--- src/rtl/reg_bank_reader_pkg.sv ---
// Shared definitions for the register-bank serial reader: FSM encoding,
// default bank geometry and the bit-counter sizing rule.
package reg_bank_reader_pkg;

    localparam int DEFAULT_NUM_REGS = 4;
    localparam int DEFAULT_WIDTH    = 4;

    typedef enum logic [1:0] {
        ST_IDLE  = 2'd0,
        ST_SHIFT = 2'd1,
        ST_DONE  = 2'd2
    } state_t;

    // Counter must be able to represent WIDTH itself, not just WIDTH-1.
    function automatic int count_bits(input int width);
        return $clog2(width + 1);
    endfunction

endpackage

--- src/rtl/reg_bank_reader_piso_shifter.sv ---
// Parallel-in serial-out shifter: load, shift right with zero fill, or hold.
// Carries its own bit counter, cleared on every load.
module piso_shifter
    import reg_bank_reader_pkg::*;
#(
    parameter  int WIDTH = DEFAULT_WIDTH,
    localparam int CW    = count_bits(WIDTH)
) (
    input  logic             CLK,
    input  logic             CLR_N,
    input  logic             load,
    input  logic [WIDTH-1:0] load_data,
    input  logic             shift_en,
    output logic             lsb,
    output logic [CW-1:0]    count
);

    logic [WIDTH-1:0] shreg_reg;
    logic [CW-1:0]    count_reg;

    always_ff @(posedge CLK or negedge CLR_N) begin
        if (!CLR_N) begin
            shreg_reg <= '0;
            count_reg <= '0;
        end else if (load) begin
            shreg_reg <= load_data;
            count_reg <= '0;
        end else if (shift_en) begin
            shreg_reg <= shreg_reg >> 1;
            count_reg <= count_reg + CW'(1);
        end
    end

    assign lsb   = shreg_reg[0];
    assign count = count_reg;

endmodule

--- src/rtl/reg_bank_reader.sv ---
// Reads one register of a flattened bank on request, snapshots it to pdata
// and streams it LSB first on sdata/sframe, then pulses done for one cycle.
module reg_bank_reader
    import reg_bank_reader_pkg::*;
#(
    parameter  int NUM_REGS = DEFAULT_NUM_REGS,
    parameter  int WIDTH    = DEFAULT_WIDTH,
    localparam int AW       = (NUM_REGS > 1) ? $clog2(NUM_REGS) : 1,
    localparam int CW       = count_bits(WIDTH)
) (
    input  logic                      CLK,
    input  logic                      CLR_N,
    input  logic [NUM_REGS*WIDTH-1:0] regs,
    input  logic                      req,
    input  logic [AW-1:0]             addr,
    input  logic                      hold,
    output logic                      busy,
    output logic                      sdata,
    output logic                      sframe,
    output logic [WIDTH-1:0]          pdata,
    output logic                      done
);

    localparam logic [CW-1:0] LAST_BIT = CW'(WIDTH - 1);

    state_t           state_reg;
    state_t           state_next;
    logic [WIDTH-1:0] bank [NUM_REGS];
    logic [WIDTH-1:0] sel_data;
    logic [WIDTH-1:0] pdata_reg;
    logic             load;
    logic             shift_en;
    logic             shift_lsb;
    logic [CW-1:0]    bit_count;

    genvar gi;
    generate
        for (gi = 0; gi < NUM_REGS; gi++) begin : g_unpack
            assign bank[gi] = regs[gi*WIDTH +: WIDTH];
        end
    endgenerate

    // Indices past the bank (only possible when NUM_REGS is not a power of two) read zero.
    always_comb begin
        sel_data = '0;
        if (int'(addr) < NUM_REGS) begin
            sel_data = bank[addr];
        end
    end

    always_ff @(posedge CLK or negedge CLR_N) begin
        if (!CLR_N) begin
            state_reg <= ST_IDLE;
            pdata_reg <= '0;
        end else begin
            state_reg <= state_next;
            if (load) begin
                pdata_reg <= sel_data;
            end
        end
    end

    always_comb begin
        state_next = state_reg;
        load       = 1'b0;
        shift_en   = 1'b0;
        busy       = 1'b0;
        sframe     = 1'b0;
        sdata      = 1'b0;
        done       = 1'b0;
        case (state_reg)
            ST_IDLE: begin
                if (req) begin
                    load       = 1'b1;
                    state_next = ST_SHIFT;
                end
            end
            ST_SHIFT: begin
                busy   = 1'b1;
                sframe = 1'b1;
                sdata  = shift_lsb;
                if (!hold) begin
                    shift_en = 1'b1;
                    if (bit_count == LAST_BIT) begin
                        state_next = ST_DONE;
                    end
                end
            end
            ST_DONE: begin
                busy       = 1'b1;
                done       = 1'b1;
                state_next = ST_IDLE;
            end
            default: state_next = ST_IDLE;
        endcase
    end

    assign pdata = pdata_reg;

    piso_shifter #(
        .WIDTH(WIDTH)
    ) u_shifter (
        .CLK      (CLK),
        .CLR_N    (CLR_N),
        .load     (load),
        .load_data(sel_data),
        .shift_en (shift_en),
        .lsb      (shift_lsb),
        .count    (bit_count)
    );

endmodule
--- config.mk ---
export PLATFORM = sky130hd
export DESIGN_NAME = reg_bank_reader
export DESIGN_NICKNAME = d
export VERILOG_FILES = /design/src/rtl/reg_bank_reader_pkg.sv /design/src/rtl/reg_bank_reader_piso_shifter.sv /design/src/rtl/reg_bank_reader.sv
export SDC_FILE = /design/constraint.sdc
export NUM_CORES = 1
export LEC_CHECK = 0
export ABC_AREA = 0
export CORE_MARGIN = 2
export CORE_UTILIZATION = 37
export CTS_CLUSTER_DIAMETER = 30
export CTS_CLUSTER_SIZE = 40
export DETAILED_ROUTE_END_ITERATION = 7
export PLACE_DENSITY = 0.73
export SLEW_MARGIN = 40
export SYNTH_ARGS = -nofsm -noshare
export SYNTH_HDL_FRONTEND = slang
export SYNTH_SLANG_ARGS = --single-unit
--- constraint.sdc ---
create_clock -name CLK -period 1.6 [get_ports CLK]
set_clock_uncertainty 0.2 [all_clocks]
set_input_delay 0.16 -clock CLK [delete_from_list [all_inputs] [get_ports CLK]]
set_output_delay 0.16 -clock CLK [all_outputs]
set_load 0.01 [all_outputs]
==> results of run 1 <==
## where the power goes
group	internal (W)	switching [W]	total, W
logic	0.000584	0.000433	0.00102
clock network	0.0000966	0.000107	0.000203
registers	0.000477	0.0000903	0.000568
total	0.00116	0.000630	0.00179
## metrics by stage
| step | worst slack [ns] | setup TNS, ns | area, µm² |
|---|---|---|---|
| 5_1_grt | -0.0476 | -0.118 | 1230 |
| 3_5_place_dp | -0.312 | -2.55 | 1130 |
| 2_1_floorplan | -0.00114 | -0.00114 | 743 |
| 3_3_place_gp | -0.230 | -2.01 | 1130 |
| 6_report | 0.00134 | 0 | 1230 |
| 4_1_cts | -0.0112 | -0.0112 | 1180 |
## cells in the mapped netlist
| master | instances |
|---|---|
| sky130_fd_sc_hd__mux4_2 | 1 |
| sky130_fd_sc_hd__inv_1 | 3 |
| sky130_fd_sc_hd__and2_4 | 1 |
| sky130_fd_sc_hd__o21ai_0 | 3 |
| sky130_fd_sc_hd__a31o_1 | 1 |
| sky130_fd_sc_hd__clkbuf_1 | 1 |
| sky130_fd_sc_hd__xor2_1 | 1 |
| sky130_fd_sc_hd__a21o_1 | 1 |
| sky130_fd_sc_hd__or2_2 | 1 |
| sky130_fd_sc_hd__mux2i_1 | 4 |
| sky130_fd_sc_hd__mux4_1 | 3 |
| sky130_fd_sc_hd__ha_1 | 7 |
| sky130_fd_sc_hd__nor2_1 | 2 |
| sky130_fd_sc_hd__nand2_1 | 11 |
| sky130_fd_sc_hd__nand2b_1 | 2 |
| sky130_fd_sc_hd__buf_2 | 1 |
| sky130_fd_sc_hd__nor2b_1 | 1 |
| sky130_fd_sc_hd__and2_1 | 2 |
| sky130_fd_sc_hd__a21oi_1 | 2 |
| sky130_fd_sc_hd__dfrtp_1 | 13 |
| sky130_fd_sc_hd__mux2_2 | 2 |
## how the worst max path moves through the flow
stage,end,slack (ns),cells after the start
2_1_floorplan,u_shifter.count[2],-0.001,6
3_3_place_gp,u_shifter.shreg_reg[2],-0.23,5
3_5_place_dp,u_shifter.shreg_reg[0],-0.31,5
4_1_cts,sdata,-0.01,4
5_1_grt,state_reg[1],-0.05,5
6_report,sdata,0.001,4
## metal layers
metal  share of wire (%)  global-route usage [%]  vias to the layer above
li1                    -                       -                      304
met1                  38                    16.7                      303
met2                  55                    30.1                       27
met3                 4.7                    2.15                        4
met4                 2.4                    10.0                        0
met5                   0                       0                        -
## repair_timing
action	in CTS	in global routing
setup endpoints to repair	11	5
hold buffers	1	0
gates resized for setup	26	8
setup buffers	1	0
pin swaps	0	2
endpoints found under the hold margin	13	0
gates cloned	0	0
## kinds of logic after synthesis
logic type                 count (synthesis)
xor gates and xnor gates                   1
AOI/OAI and AO/OA                          7
adders and majority gates                  7
and+or+nand+nor                           20
muxes                                     10
DFF                                       13
buffers and inverters                      5
## critical path: cells and delay by family, from the launching register on
kind	cells	cell delay (ns)
simple gates	1	0.14
fa+ha+maj	1	0.17
flops	1	0.41
buf+inv	2	0.24
## final cells by class
type	instances	share of cell area, %
Clock buffer	4	2.14
Inverter	3	0.918
Multi-Input combinational cell	45	37.3
Sequential cell	13	26.5
Tap cell	27	2.76
Timing Repair Buffer	41	30.3
==> qor.json, run 1 <==
{
  "reg2reg_to": {"value": "state_reg[1]"},
  "num_io_pins": {"value": 30},
  "worstSetupPathType": {"value": "reg2out"},
  "worst_hold_path_type": {"value": "reg2reg"},
  "critical_path.cell_chain": {"value": "buf_6, ha_4, and2_4, buf_6"},
  "syn2layout_area_growth": {"value": 65.3, "unit": "%"},
  "cts_max_path_buffers": {"value": 2},
  "number_of_synthesis_warnings": {"value": 0},
  "clock_sinks": {"value": 13},
  "tritoncts_clock_tree": {"value": "built"},
  "status": {"value": "finished, final reports clean"},
  "hold_end": {"value": "pdata[2]"},
  "setup_repair_after_global_routing_missed_its_margin": {"value": "yes"},
  "path_common_cell": {"value": "sky130_fd_sc_hd__buf_6"},
  "route.vias.total": {"value": 638},
  "layout_common_cells": {"value": "24 x sky130_fd_sc_hd__clkdlybuf4s50_1, 13 x sky130_fd_sc_hd__dfrtp_1, 11 x sky130_fd_sc_hd__nand2_1, 10 x sky130_fd_sc_hd__buf_4, 4 x sky130_fd_sc_hd__mux2i_1"},
  "wl_per_cell": {"value": 12.8, "unit": "µm"},
  "power-per-cell-area": {"value": 1460, "unit": "mW/mm²"},
  "tightestPinTransition": {"value": 0.252, "unit": "ns"},
  "placedCellCount": {"value": 127},
  "port_buffers": {"value": 29},
  "count_of_distinct_cell_types_in_the_synthesized_netlist": {"value": 21},
  "ys_seq_area_share": {"value": 43.8, "unit": "%"},
  "crit_arrival": {"value": 1.24, "unit": "ns"},
  "reg2reg_depth": {"value": 5},
  "fin_crit": {"value": 1.60, "unit": "ns"},
  "syn-cell-area": {"value": 742, "unit": "µm²"},
  "clk_latency_worst_skew_pair": {"value": 0.27, "unit": "ns"},
  "globalRoute.totalOverflow": {"value": 0},
  "netlist_instances": {"value": 63},
  "dominant_combinational_cell_family_by_area_after_synthesis": {"value": "multiplexers"},
  "standard_cell_with_the_maximum_stage_delay_on_the_critical_path": {"value": "sky130_fd_sc_hd__dfrtp_1"},
  "mostFrequentLayoutCell": {"value": "sky130_fd_sc_hd__clkdlybuf4s50_1"},
  "period_share": {"value": 99.9, "unit": "%"},
  "final_util": {"value": 63.8, "unit": "%"},
  "path_clk_slew": {"value": 0.08, "unit": "ns"},
  "critical_path.max_stage_delay": {"value": 0.41, "unit": "ns"},
  "regToRegStartpoint": {"value": "u_shifter.count[0]"},
  "cts-root-buf": {"value": "sky130_fd_sc_hd__clkbuf_4"},
  "number_of_antenna_violations_at_the_first_check_in_global_routing": {"value": 0},
  "total_power": {"value": 0.00179, "unit": "W"},
  "hold_viol": {"value": 0},
  "path_max_fanout": {"value": 4},
  "die_w": {"value": 48.8, "unit": "µm"},
  "drt-vias-per-instance": {"value": 4.80},
  "post_route_cells_drive_above_1_share": {"value": 30.2, "unit": "%"},
  "hold_ws": {"value": 0.287, "unit": "ns"},
  "cap_violations": {"value": 0},
  "synth_top_area_share": {"value": 43.8, "unit": "%"},
  "synth_area_leader_cell": {"value": "sky130_fd_sc_hd__dfrtp_1"},
  "maximum_clock_frequency": {"value": 626, "unit": "MHz"},
  "first_global_vias": {"value": 678},
  "peakVddDrop": {"value": 0.000891, "unit": "V"},
  "drcViolationCount": {"value": 0},
  "drt-total-wl": {"value": 1700, "unit": "µm"},
  "setup.worst_path.start": {"value": "state_reg[0]"},
  "global_route_wire_length_before_repair": {"value": 2840, "unit": "µm"},
  "cts_made_buffers": {"value": 3},
  "finalNonFillerCells": {"value": 133},
  "core-area": {"value": 0.00192, "unit": "mm²"},
  "worst_hold_startpoint": {"value": "pdata[2]"},
  "timing.critical_path.to_type": {"value": "output port"},
  "layout.area.seq": {"value": 325, "unit": "µm²"},
  "fp-row-count": {"value": 16},
  "finalWeightedCongestion": {"value": 0.742},
  "initial_utilization": {"value": 38.6, "unit": "%"},
  "postSynthNetCount": {"value": 92},
  "synth_mux_area_share": {"value": 22.1, "unit": "%"},
  "vertical_die_dimension": {"value": 48.8, "unit": "µm"},
  "clock_tree.htree_level_count": {"value": 1},
  "post_synth_and_or_nand_nor_area_fraction": {"value": 12.8, "unit": "%"},
  "floorplan.die_area": {"value": 0.00238, "unit": "mm²"},
  "timing.critical_path.from_type": {"value": "flip-flop"},
  "cp.required": {"value": 1.24, "unit": "ns"},
  "relSlewSlack": {"value": 83.2, "unit": "%"},
  "yosys.area_share.xor_xnor": {"value": 1.18, "unit": "%"},
  "nets": {"value": 136},
  "grt_start_max_net_pins": {"value": 14},
  "first_iter_violations": {"value": 6},
  "ys_seq_elements": {"value": 13},
  "firstDrtPassIters": {"value": 4},
  "area_of_combinational_cells_with_multiple_inputs": {"value": 458, "unit": "µm²"},
  "antenna_violation_net_count_after_detailed_routing": {"value": 0},
  "setup_viol": {"value": 0},
  "groute.usage.overall": {"value": 16.1, "unit": "%"},
  "synth-compound-area-share": {"value": 5.56, "unit": "%"},
  "yosys.area_share.adder": {"value": 11.8, "unit": "%"},
  "dpl.hpwl": {"value": 1320, "unit": "µm"},
  "synth_area_per_cell": {"value": 11.8, "unit": "µm²"},
  "num_antenna_cells": {"value": 0},
  "hold_depth": {"value": 2},
  "filler_cell_count": {"value": 164},
  "leakagePower": {"value": 0.586, "unit": "nW"},
  "report.final.slew_viol_count": {"value": 0},
  "reg2reg_slack": {"value": 0.02, "unit": "ns"},
  "netlist_top_cells_area": {"value": "sky130_fd_sc_hd__dfrtp_1 44%, sky130_fd_sc_hd__ha_1 12%, sky130_fd_sc_hd__mux4_1 11%"}
}
(Power assumes the default switching activity.)
==> inputs of run 2 (changes only) <==
Settings changed: SETUP_SLACK_MARGIN from default to 0.4.
==> qor.json, run 2 (synthesized netlist as in run 1, its figures left out) <==
{
  "clk_latency_worst_skew_pair": {"value": 0.27, "unit": "ns", "change": "about the same"},
  "standard_cell_with_the_maximum_stage_delay_on_the_critical_path": {"value": "sky130_fd_sc_hd__dfrtp_1"},
  "setup_repair_after_global_routing_missed_its_margin": {"value": "yes"},
  "power.switching_fraction": {"value": 35.5, "unit": "%", "change": "+0.30 points"},
  "timing.critical_path.from_type": {"value": "flip-flop"},
  "sequentialPowerShare": {"value": 26.2, "unit": "%", "change": "-5.5 points"},
  "wl_per_cell": {"value": 14.0, "unit": "µm", "change": "+9.7%"},
  "path_clk_slew": {"value": 0.08, "unit": "ns", "change": "about the same"},
  "clock_sinks": {"value": 13, "change": "unchanged"},
  "route.vias.total": {"value": 695, "change": "+8.9%"},
  "layout_common_cells": {"value": "20 x sky130_fd_sc_hd__clkdlybuf4s50_1, 14 x sky130_fd_sc_hd__buf_4, 13 x sky130_fd_sc_hd__dfrtp_1, 12 x sky130_fd_sc_hd__buf_6"},
  "globalRoute.totalOverflow": {"value": 0, "change": "unchanged"},
  "dpl.hpwl": {"value": 1250, "unit": "µm", "change": "-5.3%"},
  "clock_power_share": {"value": 9.2, "unit": "%", "change": "-2.2 points"},
  "first_iter_violations": {"value": 1, "change": "-5"},
  "worst_hold_path_type": {"value": "reg2reg"},
  "leakagePower": {"value": 0.688, "unit": "nW", "change": "+17%"},
  "failed_checks": {"value": "negative setup slack"},
  "die_w": {"value": 48.8, "unit": "µm", "change": "unchanged"},
  "grt_start_max_net_pins": {"value": 14, "change": "unchanged"},
  "antenna_violation_net_count_after_detailed_routing": {"value": 0, "change": "unchanged"},
  "finalWeightedCongestion": {"value": 0.760, "change": "+2.4%"},
  "cts-root-buf": {"value": "sky130_fd_sc_hd__clkbuf_4"},
  "hold_ws": {"value": 0.289, "unit": "ns", "change": "+0.00187 ns"},
  "tritoncts_clock_tree": {"value": "built"},
  "status": {"value": "finished, violations left"},
  "clock_tree.htree_level_count": {"value": 1, "change": "unchanged"},
  "post_route_cells_drive_above_1_share": {"value": 50.8, "unit": "%", "change": "+21 points"},
  "syn2layout_area_growth": {"value": 91.1, "unit": "%"},
  "number_of_antenna_violations_at_the_first_check_in_global_routing": {"value": 0, "change": "unchanged"},
  "cp.required": {"value": 1.24, "unit": "ns", "change": "about the same"},
  "num_io_pins": {"value": 30, "change": "unchanged"},
  "cts_made_buffers": {"value": 3, "change": "unchanged"},
  "first_global_vias": {"value": 717, "change": "+5.8%"},
  "initial_utilization": {"value": 38.6, "unit": "%", "change": "unchanged"},
  "reg2reg_slack": {"value": 0, "unit": "ns", "change": "-0.02 ns"},
  "fin_crit": {"value": 1.63, "unit": "ns", "change": "+0.0352 ns"},
  "placement.cell_area": {"value": 0.00114, "unit": "mm²", "change": "+1.1%"},
  "period_share": {"value": 102, "unit": "%", "change": "+2.2 points"},
  "timing.critical_path.to_type": {"value": "output port"},
  "power-per-cell-area": {"value": 1560, "unit": "mW/mm²", "change": "+6.7%"},
  "core-area": {"value": 0.00192, "unit": "mm²", "change": "unchanged"},
  "switchingPower": {"value": 0.000784, "unit": "W", "change": "+24%"},
  "critical_path.cell_chain": {"value": "buf_6, ha_4, and2_4, buf_6"},
  "total_power": {"value": 0.00221, "unit": "W", "change": "+23%"},
  "crit_arrival": {"value": 1.27, "unit": "ns", "change": "+0.03 ns"},
  "cap_violations": {"value": 0, "change": "unchanged"},
  "relSlewSlack": {"value": 83.7, "unit": "%", "change": "+0.57 points"},
  "maximum_clock_frequency": {"value": 612, "unit": "MHz", "change": "-2.2%"},
  "num_antenna_cells": {"value": 0, "change": "unchanged"},
  "hold_viol": {"value": 0, "change": "unchanged"},
  "post-route-worst-setup-slack": {"value": -0.0339, "unit": "ns", "change": "-0.0352 ns"},
  "power.share.combinational": {"value": 64.6, "unit": "%", "change": "+7.7 points"},
  "fp-row-count": {"value": 16, "change": "unchanged"},
  "path_max_fanout": {"value": 4, "change": "unchanged"},
  "report.final.slew_viol_count": {"value": 0, "change": "unchanged"},
  "vertical_die_dimension": {"value": 48.8, "unit": "µm", "change": "unchanged"},
  "global_route_wire_length_before_repair": {"value": 3050, "unit": "µm", "change": "+7.5%"},
  "groute.usage.overall": {"value": 17.2, "unit": "%", "change": "+1.1 points"},
  "setup_viol": {"value": 2, "change": "+2"},
  "drt-total-wl": {"value": 2030, "unit": "µm", "change": "+20%"},
  "critical_path.max_stage_delay": {"value": 0.43, "unit": "ns", "change": "+0.02 ns"},
  "drcViolationCount": {"value": 0, "change": "unchanged"},
  "worstSetupPathType": {"value": "reg2out"},
  "nets": {"value": 148, "change": "+8.8%"},
  "drt-vias-per-instance": {"value": 4.79, "change": "about the same"},
  "floorplan.die_area": {"value": 0.00238, "unit": "mm²", "change": "unchanged"},
  "path_common_cell": {"value": "sky130_fd_sc_hd__buf_6"},
  "firstDrtPassIters": {"value": 3, "change": "-1"},
  "cts_max_path_buffers": {"value": 2, "change": "unchanged"},
  "port_buffers": {"value": 29, "change": "unchanged"},
  "mostFrequentLayoutCell": {"value": "sky130_fd_sc_hd__clkdlybuf4s50_1"},
  "fin_area": {"value": 0.00142, "unit": "mm²", "change": "+16%"},
  "peakVddDrop": {"value": 0.000954, "unit": "V", "change": "+7.0%"},
  "p_int": {"value": 0.00142, "unit": "W", "change": "+23%"},
  "tightestPinTransition": {"value": 0.243, "unit": "ns", "change": "-0.00932 ns"}
}
## run 2: cell count changes in the layout (fill, tap and decap cells not counted), sizes merged
cell | previous run | this run
buf | 15 | 31
clkdlybuf4s50 | 24 | 20
clkdlybuf4s15 | 0 | 1
dlygate4sd2 | 1 | 0
## run 2: stage by stage
step	TNS, ns	cells	worst slack (ns)	utilization (%)
CTS	0	139	0.00405	67.3
finish	-0.0384	145	-0.0339	73.8
detailed placement	-2.36	128	-0.275	59.6
floorplan	0	63	0.0204	-
global route	-0.237	145	-0.0848	73.8
global placement	-2.02	128	-0.243	59.6
## run 2: per-layer routing
metal | global-route usage, % | share of wire [%] | vias to the layer above
met5 | 0 | 0 | -
met4 | 7.14 | 1.5 | 0
met3 | 3.07 | 4.6 | 5
met2 | 33.1 | 57 | 27
met1 | 18.1 | 37 | 333
li1 | - | - | 330
## run 2: final timing paths
| path | endpoint | cells after the start | startpoint |
|---|---|---|---|
| min in group asynchronous | pdata[3] | 3 | CLR_N |
| max in group asynchronous | state_reg[0] | 3 | CLR_N |
| hold reg to reg | pdata[1] | 2 | pdata[1] |
| setup reg to reg | state_reg[1] | 5 | state_reg[0] |
| setup / recovery | sdata | 4 | state_reg[0] |
| hold / removal | pdata[1] | 2 | pdata[1] |
## run 2: what timing repair did
| action | in CTS | in global routing |
|---|---|---|
| resized for setup | 59 | 21 |
| buffers inserted | 6 | 6 |
| hold buffers | 1 | 0 |
| pin swaps | 4 | 7 |
| endpoints found under the hold margin | 13 | 0 |
| endpoints found under the setup margin | 21 | 17 |
## run 2: critical path, delay by kind of cell (launching register included)
family,cells,cell delay [ns]
adder cells (fa/ha/maj),1,0.17
buffers and inverters,2,0.25
flip-flops,1,0.43
AND/OR/NAND/NOR,1,0.14
## run 2: layout make-up
class	instances	area, µm²
clock buffer	4	26.3
fill	136	504
tap	27	33.8
sequential	13	325
timing repair buffer	53	485
inverter	3	11.3
multi-input combinational	45	536
## run 2: power by group through the flow
| stage | registers, W | logic (W) | clock network, W |
|---|---|---|---|
| after floorplan | 0.000578 | 0.000451 | 0 |
| after global placement | 0.000563 | 0.000870 | 0 |
| after detailed placement | 0.000575 | 0.000893 | 0 |
| after CTS | 0.000563 | 0.00118 | 0.000205 |
| after global routing | 0.000596 | 0.00155 | 0.000229 |
| final | 0.000579 | 0.00143 | 0.000203 |
